$ cat src/rtl/pc_seq_pkg.sv
// Shared types and constants for the program-counter sequencer.
package pc_seq_pkg;

    typedef enum logic [1:0] {
        IDLE = 2'd0,
        RUN  = 2'd1,
        DONE = 2'd2
    } pc_state_t;

    localparam int LUT_IDX_W = 8;

endpackage

$ cat src/rtl/pc_ret_stack.sv
// Return-address stack for call/ret: push/pop of D-bit PCs with full/empty flags.
// Overflow/underflow policy lives in the caller; requests against full/empty are dropped here.
module pc_ret_stack #(
    parameter int D     = 12,
    parameter int DEPTH = 4
) (
    input  logic         clk,
    input  logic         rst_n,
    input  logic         i_clr,
    input  logic         i_push,
    input  logic         i_pop,
    input  logic [D-1:0] i_data,
    output logic [D-1:0] o_top,
    output logic         o_full,
    output logic         o_empty
);

    localparam int SP_W  = $clog2(DEPTH + 1);
    localparam int IDX_W = (DEPTH > 1) ? $clog2(DEPTH) : 1;

    logic [SP_W-1:0]  r_sp;
    logic [D-1:0]     r_mem [DEPTH];
    logic [IDX_W-1:0] w_wr_idx;
    logic [IDX_W-1:0] w_rd_idx;
    logic [SP_W-1:0]  w_sp_dec;

    assign w_sp_dec = r_sp - 1'b1;
    assign w_wr_idx = r_sp[IDX_W-1:0];
    assign w_rd_idx = w_sp_dec[IDX_W-1:0];
    assign o_full   = (r_sp == SP_W'(DEPTH));
    assign o_empty  = (r_sp == '0);
    assign o_top    = r_mem[w_rd_idx];

    always_ff @(posedge clk or negedge rst_n) begin
        if (!rst_n) begin
            r_sp <= '0;
        end else if (i_clr) begin
            r_sp <= '0;
        end else if (i_push && !o_full) begin
            r_sp <= r_sp + 1'b1;
        end else if (i_pop && !o_empty) begin
            r_sp <= w_sp_dec;
        end
    end

    // Storage needs no reset: only entries below the stack pointer are ever read.
    always_ff @(posedge clk) begin
        if (i_push && !o_full && !i_clr) begin
            r_mem[w_wr_idx] <= i_data;
        end
    end

endmodule

$ cat src/rtl/pc_sequencer.sv
// PC register, IDLE/RUN/DONE control, jump-LUT branch resolution and saturating cycle count.
// Optional return stack for call/ret is enabled by defining PC_CALL_STACK_EN.
module pc_sequencer
    import pc_seq_pkg::*;
#(
    parameter int          D           = 12,
    parameter int unsigned START_PC    = 0,
    parameter int          CYC_W       = 16,
    parameter int          STACK_DEPTH = 4
) (
    input  logic                 clk,
    input  logic                 rst_n,
    input  logic                 start,
    input  logic                 halt,
    input  logic                 stall,
    input  logic                 branch_en,
    input  logic                 branch_taken,
    input  logic                 call_en,
    input  logic                 ret_en,
    input  logic [LUT_IDX_W-1:0] lut_idx,
    output logic [LUT_IDX_W-1:0] lut_addr,
    input  logic [D-1:0]         lut_target,
    output logic [D-1:0]         pc,
    output logic                 running,
    output logic                 done,
    output logic [CYC_W-1:0]     cycles,
    output logic                 stack_err
);

    pc_state_t        r_state, r_state_next;
    logic [D-1:0]     r_pc, r_pc_next;
    logic [CYC_W-1:0] r_cycles, r_cycles_next;
    logic             r_stack_err, r_stack_err_next;

    logic [D-1:0]     w_pc_inc;
    logic [CYC_W-1:0] w_cyc_inc;
    logic             w_push, w_pop, w_clr;
    logic             w_full, w_empty;
    logic [D-1:0]     w_top;

    assign lut_addr  = lut_idx;
    assign w_pc_inc  = r_pc + 1'b1;
    assign w_cyc_inc = (r_cycles == '1) ? r_cycles : r_cycles + 1'b1;

`ifdef PC_CALL_STACK_EN
    pc_ret_stack #(
        .D     (D),
        .DEPTH (STACK_DEPTH)
    ) u_stack (
        .clk     (clk),
        .rst_n   (rst_n),
        .i_clr   (w_clr),
        .i_push  (w_push),
        .i_pop   (w_pop),
        .i_data  (w_pc_inc),
        .o_top   (w_top),
        .o_full  (w_full),
        .o_empty (w_empty)
    );
`else
    logic w_unused_ctrl;
    assign w_unused_ctrl = ^{call_en, ret_en, w_push, w_pop, w_clr};
    assign w_full  = 1'b0;
    assign w_empty = 1'b1;
    assign w_top   = '0;
`endif

    always_comb begin
        r_state_next     = r_state;
        r_pc_next        = r_pc;
        r_cycles_next    = r_cycles;
        r_stack_err_next = r_stack_err;
        w_push           = 1'b0;
        w_pop            = 1'b0;
        w_clr            = 1'b0;
        case (r_state)
            RUN: begin
                r_cycles_next = w_cyc_inc;
                if (halt) begin
                    r_state_next = DONE;
                end else if (stall) begin
                    r_pc_next = r_pc;
`ifdef PC_CALL_STACK_EN
                end else if (ret_en) begin
                    if (w_empty) begin
                        r_stack_err_next = 1'b1;
                        r_pc_next        = w_pc_inc;
                    end else begin
                        w_pop     = 1'b1;
                        r_pc_next = w_top;
                    end
                end else if (call_en) begin
                    // The jump is taken even when the return address cannot be saved.
                    r_pc_next = lut_target;
                    if (w_full) r_stack_err_next = 1'b1;
                    else        w_push = 1'b1;
`endif
                end else if (branch_en && branch_taken) begin
                    r_pc_next = lut_target;
                end else begin
                    r_pc_next = w_pc_inc;
                end
            end
            default: begin
                if (start) begin
                    r_state_next     = RUN;
                    r_pc_next        = D'(START_PC);
                    r_cycles_next    = '0;
                    r_stack_err_next = 1'b0;
                    w_clr            = 1'b1;
                end
            end
        endcase
    end

    always_ff @(posedge clk or negedge rst_n) begin
        if (!rst_n) begin
            r_state     <= IDLE;
            r_pc        <= '0;
            r_cycles    <= '0;
            r_stack_err <= 1'b0;
        end else begin
            r_state     <= r_state_next;
            r_pc        <= r_pc_next;
            r_cycles    <= r_cycles_next;
            r_stack_err <= r_stack_err_next;
        end
    end

    assign pc        = r_pc;
    assign cycles    = r_cycles;
    assign running   = (r_state == RUN);
    assign done      = (r_state == DONE);
    assign stack_err = r_stack_err;

endmodule
$ cat config.mk
export PLATFORM = sky130hd
export DESIGN_NAME = pc_sequencer
export DESIGN_NICKNAME = d
export VERILOG_FILES = /design/src/rtl/pc_seq_pkg.sv /design/src/rtl/pc_ret_stack.sv /design/src/rtl/pc_sequencer.sv
export SDC_FILE = /design/constraint.sdc
export NUM_CORES = 1
export LEC_CHECK = 0
export BUFFER_PORTS_ARGS = -buffer_cell sky130_fd_sc_hd__buf_4
export CAP_MARGIN = 20
export CORE_MARGIN = 2
export CORE_UTILIZATION = 28
export DETAILED_ROUTE_END_ITERATION = 16
export PLACE_DENSITY = 0.48
export SLEW_MARGIN = 20
export SYNTH_ARGS = -nofsm -noshare
export SYNTH_HDL_FRONTEND = slang
export SYNTH_SLANG_ARGS = --single-unit
$ cat constraint.sdc
create_clock -name clk -period 3.64 [get_ports clk]
set_clock_uncertainty 0.05 [all_clocks]
set_input_delay 0.728 -clock clk [delete_from_list [all_inputs] [get_ports clk]]
set_output_delay 0.728 -clock clk [all_outputs]
set_load 0.02 [all_outputs]
After elaboration in Yosys (flattened, before gate mapping)
Index checks and enable logic that the tools add are counted.
{"block": "word_totals", "register_bits": 30, "inputBits": 29}
{"block": "classes", "add_sub_neg": 2, "n_eq_ne": 7, "mux": 11, "reduce_logical": 5}
{"op": "$mux 12", "count": 5}
{"op": "$mux 16", "count": 3}
{"op": "$add 16x1->16 const B", "count": 1}
{"op": "$eq 16x16->1 const B", "count": 1}
{"op": "$add 12x1->12 const B", "count": 1}
{"op": "$ne 2x2->1 const B", "count": 4}
{"op": "$mux 2", "count": 3}
{"op": "$reduce_and 2->1", "count": 2}
{"op": "$reduce_and 3->1", "count": 1}
{"op": "$eq 2x1->1 const B", "count": 1}
{"op": "$eq 2x2->1 const B", "count": 1}
{"op": "$reduce_bool 2->1", "count": 1}
{"op": "$logic_and 1x1->1", "count": 1}

Longest topological paths before layout
Gate-level depths: netlist of run 1.
{"block": "logic_depth", "word_depth": 5, "depth_mapped": 6, "mapped_depth_nobuf": 5}

Least setup slack after synthesis of run 1
OpenSTA, ideal clock, no wires.
{"block": "synth_path", "kind": "input -> register", "startpoint": "input port halt", "endpoint": "register r_pc[11], in the netlist pc[11]", "arrival_time_ps": 1920, "t_required_ps": 3512, "slack_ps": 1592, "stages": 5, "path_buffers": 1, "path_cell_list": "or4b_1 -> or2_1 -> buf_2 -> o21ai_1 -> o2bb2ai_1"}
{"block": "synth_via", "elab_chain_len": 2}
{"element": "start, declared", "line_no": "pc_sequencer.sv:14", "source": "input logic halt,"}
{"element": "$ne 2x2->1 (no line)"}
{"element": "$reduce_and 3->1 (no line)"}
{"element": "end signal, assigned", "line_no": "pc_sequencer.sv:124", "source": "r_pc <= r_pc_next;"}
{"element": "end, declared", "line_no": "pc_sequencer.sv:31", "source": "logic [D-1:0] r_pc, r_pc_next;"}
No other way between the ends.
A chain may end at the register's enable or synchronous reset.

Worst setup path in the final report of run 1
{"block": "layout_path", "startpoint": "input port halt", "endpoint": "register r_pc[7], in the netlist pc[7]"}
Same word-level chain as after synthesis.

==> results of run 1 <==
==> sequential cells by signal, summed over array words and instances (netlist names) <==
| name | flops |
|---|---|
| cycles | 16 |
| pc | 12 |
| r_state | 2 |
==> cells by family after synthesis <==
group,Yosys count
multiplexers,11
other,1
AO/OA/AOI/OAI,51
flip-flops,30
adder cells (fa/ha/maj),2
buffers and inverters,23
AND/OR/NAND/NOR,72
==> report_power, final <==
part / internal (mW) / switching [mW]
clock network: 0.152 / 0.130
logic: 0.150 / 0.212
registers: 0.381 / 0.0620
==> final timing paths <==
check,endpoint,from,slack (ns)
min in group clk,pc[11],pc[11],0.48
max in group asynchronous,cycles[15],rst_n,2.91
hold / removal,pc[3],rst_n,0.33
setup / recovery,pc[7],halt,1.23
setup reg to reg,pc[7],r_state[1],1.37
hold reg to reg,pc[11],pc[11],0.48
==> metrics by stage <==
stage	total power [mW]	worst slack [ns]	std cells	utilization, %	hold slack (ns)
floorplan	0.683	1.59	190	-	0.382
global placement	0.818	0.898	297	35.2	0.454
detailed placement	0.816	0.932	297	35.2	0.466
CTS	1.10	1.22	305	36.8	0.340
global route	1.17	1.09	305	36.8	0.353
finish	1.09	1.23	305	36.8	0.329
==> layer usage <==
metal	up-vias	track usage, %	part of all wire, %
li1	784	-	-
met1	763	17.9	46
met2	52	22.0	46
met3	5	4.27	6.6
met4	0	4.17	0.84
met5	-	0	0
==> cell type report <==
class / count / share of cell area (%)
clock buffers: 7 / 3.92
clock inverters: 1 / 0.227
inverters: 6 / 1.02
multi-input cells: 137 / 39.8
flip-flops and latches: 30 / 34.1
well taps: 75 / 4.26
repair buffers: 49 / 16.7
==> layout by cell type (no fill, tap or decap), types with 6 or more instances in the layout <==
cell type / Yosys / routed
sky130_fd_sc_hd__a21oi_1: 9 / 9
sky130_fd_sc_hd__o2bb2ai_1: 10 / 10
sky130_fd_sc_hd__dfrtp_1: 30 / 30
sky130_fd_sc_hd__clkbuf_8: 0 / 6
sky130_fd_sc_hd__nand3_1: 8 / 8
sky130_fd_sc_hd__mux2i_1: 11 / 11
sky130_fd_sc_hd__buf_4: 9 / 49
sky130_fd_sc_hd__nand2_1: 14 / 14
sky130_fd_sc_hd__nor2_1: 13 / 13
sky130_fd_sc_hd__o21ai_1: 11 / 11
sky130_fd_sc_hd__nor3_1: 7 / 7
sky130_fd_sc_hd__nand4_1: 6 / 6
==> worst register-to-register path, cell delays in order, from the launching register on <==
cell and delay, ns:
sky130_fd_sc_hd__dfrtp_1 0.40, sky130_fd_sc_hd__or4b_1 0.80, sky130_fd_sc_hd__o21ai_1 0.54, sky130_fd_sc_hd__o21ai_1 0.17, sky130_fd_sc_hd__o2bb2ai_1 0.17
==> impl_results.html, run 1 <==
<table>
<tr><th>Metric</th><th>Value</th></tr>
<tr><th colspan="2">Status</th></tr>
<tr><td>Status</td><td>finished clean</td></tr>
<tr><th colspan="2">Clock network</th></tr>
<tr><td>Clock-pin slew of the registers on the worst-case setup and hold paths</td><td>roughly 0.07 ns</td></tr>
<tr><td>TritonCTS clock tree</td><td>done</td></tr>
<tr><td>Hold bufs inserted after CTS</td><td>0</td></tr>
<tr><td>Inserted Clock Buffers</td><td>5</td></tr>
<tr><td>CTS sink cnt</td><td>30</td></tr>
<tr><td>Later-pin clock latency in the skew report</td><td>~0.28 ns</td></tr>
<tr><td>Gates resized, CTS repair</td><td>0</td></tr>
<tr><td>Deepest clock path buffer count</td><td>2</td></tr>
<tr><td>Deepest level of the CTS H-tree</td><td>2</td></tr>
<tr><td>CTS Root Buffer Type</td><td>sky130_fd_sc_hd__clkbuf_8</td></tr>
<tr><td>Buffer count from post-CTS setup fixing</td><td>0</td></tr>
<tr><th colspan="2">Worst setup path</th></tr>
<tr><td>Largest incremental delay on the critical path</td><td>approximately 0.77 ns</td></tr>
<tr><td>Critical path class</td><td>primary input to flop</td></tr>
<tr><td>Highest net fanout along the worst path</td><td>14</td></tr>
<tr><td>CP Data Arrival Time</td><td>between 2 and 3 ns</td></tr>
<tr><td>Cell breakdown of the critical path</td><td>buf_4 -&gt; or4b_1 -&gt; o21ai_1 -&gt; o21ai_1 -&gt; o2bb2ai_1</td></tr>
<tr><td>Number of cells on the critical path</td><td>5</td></tr>
<tr><td>Dominant cell type by count on the critical path</td><td>sky130_fd_sc_hd__o21ai_1</td></tr>
<tr><td>Gate family responsible for the most delay along the worst path</td><td>compound AO/OA/AOI/OAI gates</td></tr>
<tr><td>Master of the slowest instance on the critical path</td><td>sky130_fd_sc_hd__or4b_1</td></tr>
<tr><td>Data required time at the worst endpoint</td><td>3.73 ns</td></tr>
<tr><td>FF-to-FF path depth</td><td>4</td></tr>
<tr><td>Element type at the critical path end</td><td>flop</td></tr>
<tr><td>Buffers and inverters on the worst path</td><td>1</td></tr>
<tr><td>Kind of start point of the critical path</td><td>primary input</td></tr>
<tr><th colspan="2">Yosys</th></tr>
<tr><td>Most used standard cell by instance count after synthesis</td><td>sky130_fd_sc_hd__dfrtp_1</td></tr>
<tr><td>Share of Yosys cell area claimed by the top area cell type</td><td>42.9%</td></tr>
<tr><td>Distinct cells, synth</td><td>46</td></tr>
<tr><td>Seq cells post-synth</td><td>30</td></tr>
<tr><td>Compound-gate portion of the synthesized area</td><td>between 10% and 20%</td></tr>
<tr><td>Cell area after synthesis</td><td>1750 sq um</td></tr>
<tr><td>Largest family of logic cells by synthesized area</td><td>simple AND/OR/NAND/NOR gates</td></tr>
<tr><td>Most frequent cells after synthesis</td><td>sky130_fd_sc_hd__dfrtp_1 (30), sky130_fd_sc_hd__nand2_1 (14), sky130_fd_sc_hd__nor2_1 (13)</td></tr>
<tr><td>Post-synthesis share of cell area spent on xor and xnor gates</td><td>0%</td></tr>
<tr><td>FFs w/ async S/R, synth</td><td>100%</td></tr>
<tr><td>Post-Syn Instances</td><td>between 150 and 200</td></tr>
<tr><td>Warning count from the yosys run</td><td>0</td></tr>
<tr><td>Mean instance size in the synthesized netlist</td><td>a little over 9 sq um</td></tr>
<tr><td>Synthesized-area fraction occupied by and/or/nand/nor cells</td><td>between 20 and 25%</td></tr>
<tr><td>Portion of the post-synthesis area used by sequential elements</td><td>a little over two fifths</td></tr>
<tr><td>Top cells by area, synth</td><td>sky130_fd_sc_hd__dfrtp_1 (43%), sky130_fd_sc_hd__mux2i_1 (6.3%), sky130_fd_sc_hd__o2bb2ai_1 (5.0%), sky130_fd_sc_hd__buf_4 (3.9%), sky130_fd_sc_hd__o21ai_1 (3.1%)</td></tr>
<tr><td>Primary flip-flop cell chosen by synthesis mapping</td><td>sky130_fd_sc_hd__dfrtp_1</td></tr>
<tr><td>Post-Synthesis Net Count</td><td>about 220</td></tr>
<tr><td>Multiplexer share of the synthesized area</td><td>6.29%</td></tr>
<tr><td>Number of enable-type register cells in the synthesized netlist</td><td>0</td></tr>
<tr><td>Cell type contributing the most total cell area after synthesis</td><td>sky130_fd_sc_hd__dfrtp_1</td></tr>
<tr><td>Area share of fa/ha/maj cells after synthesis</td><td>between 1 and 1.5%</td></tr>
<tr><th colspan="2">Floorplan</th></tr>
<tr><td>Total die area</td><td>~7000 sq um</td></tr>
<tr><td>Area of the core</td><td>~6000 sq um</td></tr>
<tr><td>Effective utilization at floorplan</td><td>29.2%</td></tr>
<tr><td>Top Ports</td><td>68</td></tr>
<tr><td>Std cell rows</td><td>28</td></tr>
<tr><td>Vertical die dimension</td><td>approximately 83 um</td></tr>
<tr><td>Die Wd</td><td>83.1 um</td></tr>
<tr><th colspan="2">Final layout</th></tr>
<tr><td>Footprint of the multi-input gates</td><td>between 800 and 900 sq um</td></tr>
<tr><td>Filler cell count in the final layout</td><td>639</td></tr>
<tr><td>Synth-to-Final Area Change</td><td>25.8%</td></tr>
<tr><td>Design area</td><td>~2200 sq um</td></tr>
<tr><td>Antenna diode count</td><td>0</td></tr>
<tr><td>Count of nets after finishing</td><td>260</td></tr>
<tr><td>Seq. cell area</td><td>roughly 750 sq um</td></tr>
<tr><td>Share of final-layout standard cells stronger than drive strength 1</td><td>between 20% and 30%</td></tr>
<tr><th colspan="2">Placement</th></tr>
<tr><td>Standard cell area after detailed placement</td><td>between 2000 and 2500 sq um</td></tr>
<tr><td>Placer's final routability congestion estimate</td><td>approximately 0.78</td></tr>
<tr><td>I/O Buffers</td><td>between 40 and 50</td></tr>
<tr><td>Estimated wirelength of the detail-placed design</td><td>around 3200 um</td></tr>
<tr><th colspan="2">STA</th></tr>
<tr><td>Minimum period implied by the final worst setup slack</td><td>~2.4 ns</td></tr>
<tr><td>Final hold violation count</td><td>0</td></tr>
<tr><td>Setup Total Neg Slack</td><td>0 ns</td></tr>
<tr><td>Unrepaired setup endpoints after global routing</td><td>false</td></tr>
<tr><td>Remaining max-slew budget at the tightest pin</td><td>about 48%</td></tr>
<tr><td>Number of failing setup endpoints in the final timing report</td><td>0</td></tr>
<tr><td>Transition at the pin with the smallest max-transition slack</td><td>0.777 ns</td></tr>
<tr><td>Share of the clock period used by the worst path after layout</td><td>between 60 and 70%</td></tr>
<tr><td>Maximum operating frequency</td><td>around 420 MHz</td></tr>
<tr><td>Final Slew Violations</td><td>0</td></tr>
<tr><th colspan="2">Min path</th></tr>
<tr><td>Min-delay worst type</td><td>primary input to async pin</td></tr>
<tr><th colspan="2">Routing</th></tr>
<tr><td>Average wire per cell in the routed design</td><td>approximately 15 um</td></tr>
<tr><td>Drt initial violations</td><td>between 70 and 80</td></tr>
<tr><td>DR pass1 iterations</td><td>4</td></tr>
<tr><td>Detailed-route via count</td><td>1604</td></tr>
<tr><td>Count of nets left with antenna violations after detail routing</td><td>0</td></tr>
<tr><td>DRC Markers</td><td>0</td></tr>
<tr><td>Via density per instance</td><td>about 5.3</td></tr>
<tr><td>WL final</td><td>~4500 um</td></tr>
<tr><th colspan="2">GRT</th></tr>
<tr><td>Number of global-route vias before repair</td><td>1595</td></tr>
<tr><td>Total global routing track utilization</td><td>between 10 and 15%</td></tr>
<tr><td>Maximum number of pins on one net before global-route repair</td><td>31</td></tr>
<tr><td>Remaining global-route overflow</td><td>0</td></tr>
<tr><td>Number of antenna violations at the first check in global routing</td><td>0</td></tr>
<tr><td>First-pass GRT wire length</td><td>7850 um</td></tr>
<tr><th colspan="2">Power</th></tr>
<tr><td>Power per unit of standard cell area</td><td>494 nW/um^2</td></tr>
<tr><td>Leakage power of the design</td><td>0.974 nW</td></tr>
<tr><td>Peak supply drop</td><td>roughly 0.23 mV</td></tr>
<tr><th colspan="2">Run</th></tr>
<tr><td># Max-Cap Violations</td><td>0</td></tr>
</table>
Power figures use the tool's default switching activity.
==> run 2: changes to the inputs <==
PLACE_DENSITY = 0.5   (was 0.48)
clock period = 2.1 ns   (was 3.64 ns; I/O delays follow)
==> run 2 against run 1 <==
Against the previous run:
- clock-buffer cell count did not move
- setup slack got worse by 0.99 ns
- critical path type is now flop to flop
- final cell count rose by 2.0%
==> impl_results.html, run 2 (synthesis gave the netlist of run 1 again) <==
<table>
<tr><th>Metric</th><th>Value</th></tr>
<tr><th colspan="2">GRT</th></tr>
<tr><td>Number of global-route vias before repair</td><td>around 1600</td></tr>
<tr><td>Total global routing track utilization</td><td>between 10% and 20%</td></tr>
<tr><td>Remaining global-route overflow</td><td>0</td></tr>
<tr><td>Number of antenna violations at the first check in global routing</td><td>0</td></tr>
<tr><td>Maximum number of pins on one net before global-route repair</td><td>31</td></tr>
<tr><td>First-pass GRT wire length</td><td>just under 8000 um</td></tr>
<tr><th colspan="2">Worst setup path</th></tr>
<tr><td>Highest net fanout along the worst path</td><td>10</td></tr>
<tr><td>CP Data Arrival Time</td><td>around 2 ns</td></tr>
<tr><td>Kind of start point of the critical path</td><td>flop</td></tr>
<tr><td>Startpoint of the worst register-to-register path</td><td>r_state[1]</td></tr>
<tr><td>Critical path class</td><td>flop to flop</td></tr>
<tr><td>Worst setup path startpoint</td><td>r_state[1]</td></tr>
<tr><td>Data required time at the worst endpoint</td><td>2.26 ns</td></tr>
<tr><td>Element type at the critical path end</td><td>flop</td></tr>
<tr><th colspan="2">Routing</th></tr>
<tr><td>Drt initial violations</td><td>77</td></tr>
<tr><td>DR pass1 iterations</td><td>4</td></tr>
<tr><td>WL final</td><td>roughly 4500 um</td></tr>
<tr><td>DRC Markers</td><td>0</td></tr>
<tr><td>Average wire per cell in the routed design</td><td>around 14 um</td></tr>
<tr><td>Via density per instance</td><td>5.11</td></tr>
<tr><td>Detailed-route via count</td><td>approximately 1600</td></tr>
<tr><td>Count of nets left with antenna violations after detail routing</td><td>0</td></tr>
<tr><th colspan="2">Final layout</th></tr>
<tr><td>Post-Route Utilization</td><td>between 30% and 40%</td></tr>
<tr><td>Count of nets after finishing</td><td>around 270</td></tr>
<tr><td>Most frequent cells in the layout</td><td>sky130_fd_sc_hd__buf_4 (55), sky130_fd_sc_hd__dfrtp_1 (30), sky130_fd_sc_hd__nand2_1 (14), sky130_fd_sc_hd__nor2_1 (13)</td></tr>
<tr><td>Most common cell after layout, fill and taps aside</td><td>sky130_fd_sc_hd__buf_4</td></tr>
<tr><td>Share of final-layout standard cells stronger than drive strength 1</td><td>roughly 28%</td></tr>
<tr><td>Post-Layout Cell Count</td><td>311</td></tr>
<tr><td>Filler cell count in the final layout</td><td>around 640</td></tr>
<tr><td>Synth-to-Final Area Change</td><td>28.4%</td></tr>
<tr><td>Antenna diode count</td><td>0</td></tr>
<tr><td>Number of flip-flops under the largest register name</td><td>16</td></tr>
<tr><th colspan="2">Power</th></tr>
<tr><td>Leakage power of the design</td><td>between 1 and 1.5 nW</td></tr>
<tr><td>Combinational power share</td><td>about a third</td></tr>
<tr><td>Power, Total</td><td>roughly 1.9 mW</td></tr>
<tr><td>Peak supply drop</td><td>between 0.3 and 0.4 mV</td></tr>
<tr><td>Part of the power in the clock network</td><td>between 20% and 30%</td></tr>
<tr><td>Internal power</td><td>between 1 and 1.5 mW</td></tr>
<tr><td>Power per unit of standard cell area</td><td>~850 nW/um^2</td></tr>
<tr><td>Sw Share</td><td>between 30 and 40%</td></tr>
<tr><td>NetSw</td><td>0.705 mW</td></tr>
<tr><td>Proportion of power drawn by flip-flops and latches</td><td>between 40 and 50%</td></tr>
<tr><th colspan="2">Floorplan</th></tr>
<tr><td>Area of the core</td><td>5990 sq um</td></tr>
<tr><td>Die Wd</td><td>83.1 um</td></tr>
<tr><td>Total die area</td><td>approximately 7000 sq um</td></tr>
<tr><td>Effective utilization at floorplan</td><td>slightly below 30%</td></tr>
<tr><td>Std cell rows</td><td>28</td></tr>
<tr><td>Vertical die dimension</td><td>between 80 and 90 um</td></tr>
<tr><td>Top Ports</td><td>68</td></tr>
<tr><th colspan="2">Placement</th></tr>
<tr><td>Cell Count Post-Placement</td><td>303</td></tr>
<tr><td>Estimated wirelength of the detail-placed design</td><td>around 3200 um</td></tr>
<tr><td>I/O Buffers</td><td>48</td></tr>
<tr><td>Placer's final routability congestion estimate</td><td>0.750</td></tr>
<tr><th colspan="2">STA</th></tr>
<tr><td>Minimum period implied by the final worst setup slack</td><td>~1.9 ns</td></tr>
<tr><td>Setup Total Neg Slack</td><td>0 ns</td></tr>
<tr><td>Share of the clock period used by the worst path after layout</td><td>around 89%</td></tr>
<tr><td>Number of failing setup endpoints in the final timing report</td><td>0</td></tr>
<tr><td>Maximum operating frequency</td><td>~540 MHz</td></tr>
<tr><td>Final Slew Violations</td><td>0</td></tr>
<tr><td>Post-Route Hold Slack</td><td>~0.0017 ns</td></tr>
<tr><td>Final hold violation count</td><td>0</td></tr>
<tr><td>Unrepaired setup endpoints after global routing</td><td>false</td></tr>
<tr><th colspan="2">Clock network</th></tr>
<tr><td>CTS sink cnt</td><td>30</td></tr>
<tr><td>TritonCTS clock tree</td><td>done</td></tr>
<tr><td>Later-pin clock latency in the skew report</td><td>approximately 0.29 ns</td></tr>
<tr><td>Hold bufs inserted after CTS</td><td>0</td></tr>
<tr><td>Deepest level of the CTS H-tree</td><td>2</td></tr>
<tr><td>CTS Root Buffer Type</td><td>sky130_fd_sc_hd__clkbuf_8</td></tr>
<tr><td>Inserted Clock Buffers</td><td>5</td></tr>
<tr><td>Gates resized, CTS repair</td><td>0</td></tr>
<tr><td>Buffer count from post-CTS setup fixing</td><td>0</td></tr>
<tr><td>Deepest clock path buffer count</td><td>2</td></tr>
<tr><td>Clock-pin slew of the registers on the worst-case setup and hold paths</td><td>around 0.07 ns</td></tr>
<tr><th colspan="2">Status</th></tr>
<tr><td>Status</td><td>finished clean</td></tr>
<tr><th colspan="2">Run</th></tr>
<tr><td># Max-Cap Violations</td><td>0</td></tr>
<tr><th colspan="2">Min path</th></tr>
<tr><td>Min-delay worst type</td><td>primary input to async pin</td></tr>
</table>
[run 2: cell count changes in the layout (fill, tap and decap cells not counted)]
cell and delta:
sky130_fd_sc_hd__buf_4 +6
[run 2: metal layers]
layer / vias to the layer above / global-route usage (%) / wire length [um]
met3: 5 / 4.17 / 316
met4: 0 / 4.77 / 48
met2: 51 / 20.1 / 2020
met5: - / 0 / 0
met1: 735 / 18.5 / 2100
li1: 799 / - / -
[run 2: power groups by stage]
stage	clock network (mW)	logic [mW]	registers, mW
2_1_floorplan	0	0.348	0.836
3_3_place_gp	0	0.654	0.780
3_5_place_dp	0	0.659	0.777
4_1_cts	0.505	0.659	0.768
5_1_grt	0.535	0.722	0.787
6_report	0.491	0.648	0.767
[run 2: through the flow]
stage               cell area (sq um)  worst slack (ns)
CTS                              2250             0.221
floorplan                        1750             0.282
finish                           2250             0.240
global route                     2250            0.0600
detailed placement               2160             0.130
global placement                 2160             0.144
[run 2: final timing paths]
path / slack [ns] / depth (start not counted) / to
min reg2reg: 0.47 / 1 / pc[11]
min in group clk: 0.27 / 2 / r_state[0]
max: 0.24 / 4 / pc[9]
max in group asynchronous: 1.70 / 1 / cycles[8]
max reg2reg: 0.24 / 4 / pc[9]
min: 0.002 / 1 / pc[4]
[run 2: area by class of cell]
type / count / area [sq um] / area share, %
multi-input cells: 137 / 876 / 39.0
clock inverters: 1 / 5.00 / 0.223
flip-flops and latches: 30 / 751 / 33.4
inverters: 6 / 22.5 / 1.00
repair buffers: 55 / 413 / 18.4
well taps: 75 / 93.8 / 4.18
clock buffers: 7 / 86.3 / 3.84
[run 2: critical path, stage by stage (launching register included)]
cell and delay, ns:
sky130_fd_sc_hd__dfrtp_1 0.41, sky130_fd_sc_hd__or4b_1 0.60, sky130_fd_sc_hd__or2_1 0.40, sky130_fd_sc_hd__o21ai_1 0.20, sky130_fd_sc_hd__o2bb2ai_1 0.13
==> run 3: changes to the inputs <==
GPL_TIMING_DRIVEN = 0   (was default)
PLACE_DENSITY = default   (was 0.5)
==> run 3 against run 2 <==
Against the previous run:
- sequential share of layout area down 1.7 points
- total power up 2.4%
- critical endpoint is now pc[7]
- die area unchanged
- critical path type unchanged
- global-route usage up 0.31 points
- highest routed layer unchanged
- wire length up 3.5%
==> impl_results.html, run 3 (synthesis gave the netlist of run 1 again) <==
<table>
<tr><th>Metric</th><th>Value</th></tr>
<tr><th colspan="2">Status</th></tr>
<tr><td>Status</td><td>finished clean</td></tr>
<tr><th colspan="2">Worst setup path</th></tr>
<tr><td>Worst setup path startpoint</td><td>r_state[1]</td></tr>
<tr><td>Number of cells on the critical path</td><td>5</td></tr>
<tr><td>Highest net fanout along the worst path</td><td>10</td></tr>
<tr><td>CP Data Arrival Time</td><td>2.00 ns</td></tr>
<tr><td>Master of the slowest instance on the critical path</td><td>sky130_fd_sc_hd__or4b_1</td></tr>
<tr><td>Dominant cell type by count on the critical path</td><td>sky130_fd_sc_hd__o21ai_1</td></tr>
<tr><td>Capturing point of the worst reg2reg path</td><td>pc[7]</td></tr>
<tr><td>FF-to-FF path depth</td><td>5</td></tr>
<tr><td>Kind of start point of the critical path</td><td>flop</td></tr>
<tr><td>Largest incremental delay on the critical path</td><td>between 0.6 and 0.7 ns</td></tr>
<tr><td>Element type at the critical path end</td><td>flop</td></tr>
<tr><td>Buffers and inverters on the worst path</td><td>1</td></tr>
<tr><td>Data required time at the worst endpoint</td><td>approximately 2.2 ns</td></tr>
<tr><td>Register-to-Register Setup Slack</td><td>0.21 ns</td></tr>
<tr><td>Critical path class</td><td>flop to flop</td></tr>
<tr><td>Gate family responsible for the most delay along the worst path</td><td>simple AND/OR/NAND/NOR gates</td></tr>
<tr><td>Cell breakdown of the critical path</td><td>or4b_1 -&gt; o21ai_1 -&gt; buf_2 -&gt; o21ai_1 -&gt; o2bb2ai_1</td></tr>
<tr><td>Startpoint of the worst register-to-register path</td><td>r_state[1]</td></tr>
<tr><th colspan="2">Routing</th></tr>
<tr><td>Via density per instance</td><td>just over 5</td></tr>
<tr><td>Detailed-route via count</td><td>1699</td></tr>
<tr><td>WL final</td><td>between 4000 and 5000 um</td></tr>
<tr><td>Routed length on met3</td><td>around 340 um</td></tr>
<tr><td>DR pass1 iterations</td><td>4</td></tr>
<tr><td>Drt initial violations</td><td>70</td></tr>
<tr><td>Average wire per cell in the routed design</td><td>14.1 um</td></tr>
<tr><td>Count of nets left with antenna violations after detail routing</td><td>0</td></tr>
<tr><td>Top routing layer used</td><td>met4</td></tr>
<tr><td>DRC Markers</td><td>0</td></tr>
<tr><td>Length of routed met2 wiring</td><td>2020 um</td></tr>
<tr><td>Detailed-routing wirelength on met1</td><td>between 2000 and 2500 um</td></tr>
<tr><th colspan="2">Min path</th></tr>
<tr><td>Min-delay worst type</td><td>primary input to async pin</td></tr>
<tr><th colspan="2">STA</th></tr>
<tr><td>Number of failing setup endpoints in the final timing report</td><td>0</td></tr>
<tr><td>Unrepaired setup endpoints after global routing</td><td>false</td></tr>
<tr><td>Minimum period implied by the final worst setup slack</td><td>1.89 ns</td></tr>
<tr><td>Final Slew Violations</td><td>0</td></tr>
<tr><td>Maximum operating frequency</td><td>~530 MHz</td></tr>
<tr><td>Remaining max-slew budget at the tightest pin</td><td>about two thirds</td></tr>
<tr><td>Share of the clock period used by the worst path after layout</td><td>90.0%</td></tr>
<tr><td>Setup Total Neg Slack</td><td>0 ns</td></tr>
<tr><td>Transition at the pin with the smallest max-transition slack</td><td>between 0.5 and 0.6 ns</td></tr>
<tr><td>Final hold violation count</td><td>0</td></tr>
<tr><th colspan="2">Power</th></tr>
<tr><td>Peak supply drop</td><td>0.458 mV</td></tr>
<tr><td>Power, Total</td><td>1.95 mW</td></tr>
<tr><td>Power per unit of standard cell area</td><td>slightly above 800 nW/um^2</td></tr>
<tr><td>Leakage power of the design</td><td>1.08 nW</td></tr>
<tr><th colspan="2">Floorplan</th></tr>
<tr><td>Effective utilization at floorplan</td><td>between 20% and 30%</td></tr>
<tr><td>Top Ports</td><td>68</td></tr>
<tr><td>Area of the core</td><td>between 5000 and 6000 sq um</td></tr>
<tr><td>Total die area</td><td>roughly 7000 sq um</td></tr>
<tr><td>Vertical die dimension</td><td>83.1 um</td></tr>
<tr><td>Std cell rows</td><td>28</td></tr>
<tr><td>Die Wd</td><td>83.1 um</td></tr>
<tr><th colspan="2">Clock network</th></tr>
<tr><td>CTS Root Buffer Type</td><td>sky130_fd_sc_hd__clkbuf_8</td></tr>
<tr><td>TritonCTS clock tree</td><td>done</td></tr>
<tr><td>Deepest clock path buffer count</td><td>2</td></tr>
<tr><td>CTS sink cnt</td><td>30</td></tr>
<tr><td>Inserted Clock Buffers</td><td>5</td></tr>
<tr><td>Clock-pin slew of the registers on the worst-case setup and hold paths</td><td>approximately 0.07 ns</td></tr>
<tr><td>Hold bufs inserted after CTS</td><td>0</td></tr>
<tr><td>Deepest level of the CTS H-tree</td><td>2</td></tr>
<tr><td>Later-pin clock latency in the skew report</td><td>a little under 0.3 ns</td></tr>
<tr><th colspan="2">Final layout</th></tr>
<tr><td>Count of nets after finishing</td><td>approximately 280</td></tr>
<tr><td>Antenna diode count</td><td>0</td></tr>
<tr><td>Most frequent cells in the layout</td><td>sky130_fd_sc_hd__buf_4 (65), sky130_fd_sc_hd__dfrtp_1 (30), sky130_fd_sc_hd__nand2_1 (14), sky130_fd_sc_hd__nor2_1 (13)</td></tr>
<tr><td>Design area</td><td>between 2000 and 2500 sq um</td></tr>
<tr><td>Post-Route Utilization</td><td>between 30% and 40%</td></tr>
<tr><td>Synth-to-Final Area Change</td><td>35.1%</td></tr>
<tr><td>Most common cell after layout, fill and taps aside</td><td>sky130_fd_sc_hd__buf_4</td></tr>
<tr><td>Number of flip-flops under the largest register name</td><td>16</td></tr>
<tr><td>Share of final-layout standard cells stronger than drive strength 1</td><td>a little under a third</td></tr>
<tr><th colspan="2">GRT</th></tr>
<tr><td>First-pass GRT wire length</td><td>between 7000 and 8000 um</td></tr>
<tr><td>Remaining global-route overflow</td><td>0</td></tr>
<tr><td>Total global routing track utilization</td><td>roughly 14%</td></tr>
<tr><td>Number of global-route vias before repair</td><td>between 1500 and 2000</td></tr>
<tr><td>Maximum number of pins on one net before global-route repair</td><td>31</td></tr>
<tr><td>Number of antenna violations at the first check in global routing</td><td>0</td></tr>
<tr><th colspan="2">Placement</th></tr>
<tr><td>Estimated wirelength of the detail-placed design</td><td>~3300 um</td></tr>
<tr><td>Standard cell area after detailed placement</td><td>~2300 sq um</td></tr>
<tr><td>Placer's final routability congestion estimate</td><td>between 0.7 and 0.8</td></tr>
<tr><td>I/O Buffers</td><td>between 50 and 60</td></tr>
<tr><th colspan="2">Run</th></tr>
<tr><td># Max-Cap Violations</td><td>0</td></tr>
</table>
## run 3: cell types whose count changed in the layout (fill, tap and decap cells not counted), sizes merged
cell    delta
clkbuf     +5
buf       +13
## run 3: where the power goes
group          internal [mW]  leakage (nW)  switching (mW)
Sequential             0.661         0.408           0.113
Clock                  0.264        0.0482           0.234
Combinational          0.288         0.628           0.390
Total                   1.21          1.08           0.737
## run 3: through the flow
| step | setup slack, ns | hold WS [ns] | cells |
|---|---|---|---|
| after floorplan | 0.282 | 0.0744 | 190 |
| after global placement | 0.0552 | 0.333 | 321 |
| after detailed placement | 0.0627 | 0.334 | 321 |
| after CTS | 0.100 | 0.0201 | 329 |
| after global routing | 0.0383 | 0.0404 | 329 |
| final | 0.209 | 0.0130 | 329 |
## run 3: worst max path at each step
stage / endpoint
floorplan: cycles[11]
global placement: pc[7]
detailed placement: pc[7]
CTS: cycles[2]
global route: pc[10]
finish: pc[7]
## run 3: routing by layer
metal	global-route usage [%]	vias up
li1	-	834
met1	19.3	792
met2	20.8	67
met3	3.58	6
met4	4.47	0
met5	0	-
## run 3: cell type report
class                           count  area (sq um)
Multi-Input combinational cell    137           885
Tap cell                           75          93.8
Timing Repair Buffer               56           420
Clock buffer                        7          86.3
Clock inverter                      1          5.00
Sequential cell                    30           751
Fill cell                         626          3630
Buffer                             17           101
Inverter                            6          22.5
## run 3: worst register-to-register path, cell delays in order, from the launching register on
cell and delay, ns:
sky130_fd_sc_hd__dfrtp_1 0.40, sky130_fd_sc_hd__or4b_1 0.64, sky130_fd_sc_hd__o21ai_1 0.19, sky130_fd_sc_hd__buf_2 0.26, sky130_fd_sc_hd__o21ai_1 0.09, sky130_fd_sc_hd__o2bb2ai_1 0.13
## run 3: timing repair
item | in CTS | in global routing
setup buffers | 0 | 0
resized for setup | 0 | 1
endpoints found under the setup margin | 0 | 1
